**config.mk**
```make
export PLATFORM = sky130hd
export DESIGN_NAME = emu_transactor_gen
export DESIGN_NICKNAME = d
export VERILOG_FILES = /design/src/rtl/emu_transactor_gen.sv
export SDC_FILE = /design/constraint.sdc
export NUM_CORES = 1
export LEC_CHECK = 0
export CAP_MARGIN = 0
export CORE_MARGIN = 5
export CORE_UTILIZATION = 38
export CTS_CLUSTER_DIAMETER = 200
export DETAILED_ROUTE_END_ITERATION = 12
export SYNTH_ARGS = -nofsm -noshare
export SYNTH_HDL_FRONTEND = slang
export SYNTH_SLANG_ARGS = --single-unit
```
**constraint.sdc**
```tcl
create_clock -name clk_emu -period 2 [get_ports clk_emu]
set_clock_uncertainty 0.05 [all_clocks]
set_input_delay 0.6 -clock clk_emu [delete_from_list [all_inputs] [get_ports clk_emu]]
set_output_delay 0.6 -clock clk_emu [all_outputs]
set_load 0.01 [all_outputs]
```
**src/rtl/emu_transactor_gen.sv**
```systemverilog
// Co-emulation transactor: the host stages stimulus bytes, applies them atomically, runs a
// counted number of DUT clock cycles, then captures the DUT response for byte-wise readback.
module emu_transactor_gen #(
  parameter int NUM_STIM_BYTES = 2,
  parameter int NUM_OUT_BYTES  = 4,
  parameter int ADDR_W         = 3,
  parameter int HALF_PERIOD    = 1
) (
  input  logic                        clk_emu,
  input  logic                        rst_emu_n,
  input  logic [7:0]                  Din_emu,
  input  logic [ADDR_W-1:0]           Addr_emu,
  input  logic                        wr_emu,
  input  logic                        rd_emu,
  input  logic                        load_emu,
  input  logic                        step_emu,
  input  logic                        get_emu,
  output logic [7:0]                  Dout_emu,
  output logic                        clk_dut,
  output logic [8*NUM_STIM_BYTES-1:0] stim_vec,
  input  logic [8*NUM_OUT_BYTES-1:0]  resp_vec,
  output logic                        busy_emu,
  output logic                        done_emu
);

  localparam int STIM_W = 8 * NUM_STIM_BYTES;
  localparam int OUT_W  = 8 * NUM_OUT_BYTES;
  localparam int PH_W   = (HALF_PERIOD > 1) ? $clog2(HALF_PERIOD) : 1;
  localparam logic [PH_W-1:0] PH_LAST = PH_W'(HALF_PERIOD - 1);

  typedef enum logic [1:0] {IDLE, HIGH, LOW} state_t;

  state_t            state_q, state_d;
  logic [PH_W-1:0]   phase_q, phase_d;
  logic [7:0]        remaining_q, remaining_d;
  logic              phase_end;
  logic              is_idle;
  logic              cmd_load, cmd_step, cmd_get, cmd_wr;
  logic              capture, done_d, clk_dut_d, busy_d;
  logic [STIM_W-1:0] stim_shadow;
  logic [OUT_W-1:0]  out_shadow;
  logic [7:0]        rd_byte;

  // Host commands are only honoured in IDLE, one per edge, in fixed priority order.
  always_comb begin
    is_idle   = (state_q == IDLE);
    phase_end = (phase_q == PH_LAST);
    cmd_load  = is_idle && load_emu;
    cmd_step  = is_idle && !load_emu && step_emu;
    cmd_get   = is_idle && !load_emu && !step_emu && get_emu;
    cmd_wr    = is_idle && !load_emu && !step_emu && !get_emu && wr_emu;
  end

  always_ff @(posedge clk_emu) begin
    if (!rst_emu_n) begin
      state_q     <= IDLE;
      phase_q     <= '0;
      remaining_q <= '0;
      clk_dut     <= 1'b0;
      busy_emu    <= 1'b0;
      done_emu    <= 1'b0;
    end else begin
      state_q     <= state_d;
      phase_q     <= phase_d;
      remaining_q <= remaining_d;
      clk_dut     <= clk_dut_d;
      busy_emu    <= busy_d;
      done_emu    <= done_d;
    end
  end

  always_comb begin
    state_d     = state_q;
    phase_d     = phase_q;
    remaining_d = remaining_q;
    case (state_q)
      IDLE: begin
        if (cmd_step && (Din_emu != 8'd0)) begin
          state_d     = HIGH;
          phase_d     = '0;
          remaining_d = Din_emu;
        end
      end
      HIGH: begin
        if (phase_end) begin
          state_d = LOW;
          phase_d = '0;
        end else begin
          phase_d = phase_q + PH_W'(1);
        end
      end
      LOW: begin
        if (phase_end) begin
          phase_d     = '0;
          remaining_d = remaining_q - 8'd1;
          state_d     = (remaining_q == 8'd1) ? IDLE : HIGH;
        end else begin
          phase_d = phase_q + PH_W'(1);
        end
      end
      default: begin
        state_d     = IDLE;
        phase_d     = '0;
        remaining_d = '0;
      end
    endcase
  end

  // clk_dut mirrors the next state so it is high exactly while the FSM sits in HIGH.
  always_comb begin
    capture   = 1'b0;
    done_d    = 1'b0;
    clk_dut_d = (state_d == HIGH);
    busy_d    = (state_d != IDLE);
    case (state_q)
      IDLE: begin
        if (cmd_step && (Din_emu == 8'd0)) begin
          capture = 1'b1;
          done_d  = 1'b1;
        end else if (cmd_get) begin
          capture = 1'b1;
        end
      end
      LOW: begin
        if (phase_end && (remaining_q == 8'd1)) begin
          capture = 1'b1;
          done_d  = 1'b1;
        end
      end
      default: ;
    endcase
  end

  always_comb begin
    rd_byte = 8'h00;
    for (int i = 0; i < NUM_OUT_BYTES; i++) begin
      if (Addr_emu == ADDR_W'(i)) rd_byte = out_shadow[8*i +: 8];
    end
  end

  // Shadow banks and readback; out-of-range addresses simply match no byte lane.
  always_ff @(posedge clk_emu) begin
    if (!rst_emu_n) begin
      stim_shadow <= '0;
      stim_vec    <= '0;
      out_shadow  <= '0;
      Dout_emu    <= '0;
    end else begin
      if (cmd_load) stim_vec <= stim_shadow;
      if (capture)  out_shadow <= resp_vec;
      if (rd_emu)   Dout_emu <= rd_byte;
      for (int i = 0; i < NUM_STIM_BYTES; i++) begin
        if (cmd_wr && (Addr_emu == ADDR_W'(i))) stim_shadow[8*i +: 8] <= Din_emu;
      end
    end
  end

endmodule
```
==> flow_metrics.env <==
export IMPL_areaGrowthSynthToFinish_pct=37.42
export IMPL_cp_slowest_stage_delay_ns=0.56
export IMPL_hold_slack_ns=0.4045
export IMPL_antenna_found_initial=0
export IMPL_synth_ff_type="dfxtp_1"
export IMPL_pre_cts_slack_ns=-0.5324
export IMPL_r2r_start="remaining_q[3]"
export IMPL_nets=568
export IMPL_pin_count=77
export IMPL_final_antenna_net_count=0
export IMPL_cts_hold_buf=0
export IMPL_clock_tree_root_cell="clkbuf_8"
export IMPL_grt_remaining_overflow=0
export IMPL_peakVddDrop_mv=0.2893
export IMPL_drt_wl_total_um=9553
export IMPL_die_y_um=108.8
export IMPL_antenna_cells=0
export IMPL_viasPerCell=4.891
export IMPL_std_cell_rows=36
export IMPL_arrival_ns=1.26
export IMPL_worst_hold_path_num_cells=2
export IMPL_cts_clk_slew_worst_paths_ns=0.08
export IMPL_async_reset_ff_share_pct=0
export IMPL_cp_max_fo=2
export IMPL_finalSetupViolations=0
export IMPL_ys_top_cells_by_count="103 x nand2_1, 85 x dfxtp_1, 58 x mux2i_1, 34 x a21oi_1, 28 x nor2_1"
export IMPL_dp_hpwl_um=6870
export IMPL_slew_viol_final=0
export IMPL_routedWlPerCell_um=14.61
export IMPL_cp_required_ns=1.35
export IMPL_p_seq_share_pct=49.0
export IMPL_grt_pass1_wl_um=15600
export IMPL_synth_top_area_share_pct=45.85
export IMPL_synth_nets=472
export IMPL_netlist_instances=420
export IMPL_numCtsBuffers=9
export IMPL_combPwrFrac_pct=14.1
export IMPL_cp_num_buf_inv=1
export IMPL_vias=3199
export IMPL_status="finished, final reports clean"
export IMPL_post_route_drc_count=0
export IMPL_worstRegToRegCells=5
export IMPL_relSlewSlack_pct=69.52
export IMPL_grt_usage_pct=16.77
export IMPL_p_switching_uw=914.0
export IMPL_r2r_end="out_shadow[23]"
export IMPL_critPathKind="reg -> out"
export IMPL_cts_buffer_depth=2
export IMPL_powerDensity_nw_per_um2=713.1
export IMPL_fillers=951
export IMPL_r2r_slack_ns=0.19
export IMPL_start_util_pct=38.50
export IMPL_yosysTopAreaCell="dfxtp_1"
export IMPL_drt_iter0_markers=148
export IMPL_clock_latency_ns=0.34
export IMPL_fin_crit_sh_pct=95.67
export IMPL_worst_slew_pin_transition_ns=0.4530
export IMPL_yosys_warnings=0
export IMPL_yosysMostFrequentCell="nand2_1"
export IMPL_cts_sinks=85
export IMPL_cap_violations=0
export IMPL_drive_gt1_share_pct=13.05
export IMPL_hold_end="stim_vec[15]"
export IMPL_fp_coreArea_um2=9639
export IMPL_synth_edf_count=0
export IMPL_clkPwrFrac_pct=36.9
export IMPL_die_x_um=108.8
export IMPL_first_pass_iters=4
export IMPL_crit_slowest_cell="clkdlybuf4s50_1"
export IMPL_grt_pass1_vias=3132
export IMPL_yosys_register_bits=85
export IMPL_critPathTopFamily="buffers and inverters"
export IMPL_avgSynthCellArea_um2=8.836
export IMPL_timing_final_ws_setup_ns=0.08666
export IMPL_globalplace_congestion=0.8068
export IMPL_hold_start="stim_vec[15]"
export IMPL_endpoint_kind="output pin"
export IMPL_h_tree_depth=3
export IMPL_synthesis_area_um2=3711
export IMPL_switching_share_pct=25.13
export IMPL_fmax_mhz=522.6
export IMPL_critPathLaunchType="flop"
export IMPL_synthTopCellsByArea="dfxtp_1 46%, mux2i_1 16%, nand2_1 10%"
export IMPL_crit_path_cell_trace="clkdlybuf4s50_1"
export IMPL_rsz0062_at_grt="false"
export IMPL_grt_start_max_net_pins=79
export IMPL_finalPower_uw=3637
export IMPL_cts_tree="done"
export IMPL_p_int_uw=2723
export IMPL_p_leak_uw=0.002180
export IMPL_yosysUniqueCellTypes=45
export IMPL_hold_path_class="reg -> reg"
export IMPL_io_buffers=76
export IMPL_yosysSeqAreaShare_pct=45.85
export IMPL_finalHoldViolations=0
export IMPL_post_route_min_period_ns=1.913
export IMPL_die_area_um2=11840
flip-flops by register name, summed over array words and instances (netlist names):
register,cells
state_q,2
remaining_q,8
done_emu,1
out_shadow,32
stim_vec,16
busy_emu,1
clk_dut,1
Dout_emu,8
stim_shadow,16
layout by cell type, fill, tap and decap left out, types with 2 or more instances in the layout:
cell type	n
clkbuf_2	2
or4b_4	2
o21ai_0	10
clkdlybuf4s50_1	62
o22ai_1	3
clkinvlp_4	2
dfxtp_1	85
clkbuf_1	2
bufinv_16	2
dlygate4sd2_1	5
or3_1	2
inv_1	7
o21a_1	2
nand2_1	103
a32o_1	3
dlymetal6s2s_1	5
mux2i_1	58
a21oi_1	34
nor4_1	2
nand3_1	4
nor4_2	2
clkbuf_8	9
a22oi_1	9
buf_4	31
buf_12	5
nor3_1	3
ha_1	2
clkinv_1	2
o2bb2ai_1	8
nor2_1	28
stage by stage:
stage / TNS [ns] / instances / instance area, um2 / utilization [%]
4_1_cts: 0 / 652 / 5059 / 52.48
3_3_place_gp: -30.63 / 633 / 4773 / 49.52
5_1_grt: 0 / 654 / 5100 / 52.91
6_report: 0 / 654 / 5100 / 52.91
3_5_place_dp: -31.51 / 633 / 4773 / 49.52
2_1_floorplan: 0 / 420 / 3715 / -
cell type report:
class	instances	area [um2]	area share, %
clock inverter	5	83.83	1.644
multi-input combinational	296	1834	35.97
clock buffer	11	131.4	2.576
tap	133	166.4	3.263
timing repair buffer	115	1149	22.52
inverter	9	33.78	0.6624
sequential	85	1702	33.37
cell families (layout without fill, tap and decap cells):
| kind of cell | after synthesis | after routing | synth area share [%] |
|---|---|---|---|
| buf+inv | 39 | 140 | 5.799 |
| simple gates | 157 | 157 | 18.27 |
| fa+ha+maj | 2 | 2 | 0.6742 |
| compound gates | 78 | 78 | 13.52 |
| mux | 58 | 58 | 15.64 |
| xor+xnor | 1 | 1 | 0.2361 |
| flops | 85 | 85 | 45.85 |
what timing repair did:
action | CTS | global route
buffers inserted | 2 | 1
gates resized for setup | 15 | 12
pin swaps | 3 | 6
gates cloned | 1 | 1
setup endpoints to repair | 63 | 47
power groups by stage:
stage | clock network [uW] | registers, uW | logic (uW)
after floorplan | 0 | 1810 | 262
after global placement | 0 | 1820 | 496
after detailed placement | 0 | 1820 | 501
after CTS | 1360 | 1780 | 513
after global routing | 1440 | 1790 | 565
final | 1340 | 1780 | 514
worst max path at each step:
stage / start / slack [ns] / end / depth (start not counted)
after CTS: Din_emu[3] / 0.002 / out_shadow[3] / 7
after detailed placement: step_emu / -0.53 / remaining_q[2] / 5
after global placement: Addr_emu[2] / -0.49 / stim_shadow[12] / 6
after global routing: remaining_q[3] / 0.01 / out_shadow[22] / 5
after floorplan: get_emu / 0.02 / stim_shadow[10] / 5
final: Dout_emu[6] / 0.09 / Dout_emu[6] / 1
metal layers:
metal / vias up / part of all wire (%) / global-route usage, % / routed length [um]
met1: 1478 / 47 / 21.74 / 4449
li1: 1642 / - / - / -
met2: 77 / 48 / 28.20 / 4603
met5: - / 0 / 0 / 0
met3: 2 / 4.8 / 3.434 / 463
met4: 0 / 0.39 / 4.959 / 37
Note: power is estimated with default switching activity, not from simulation.
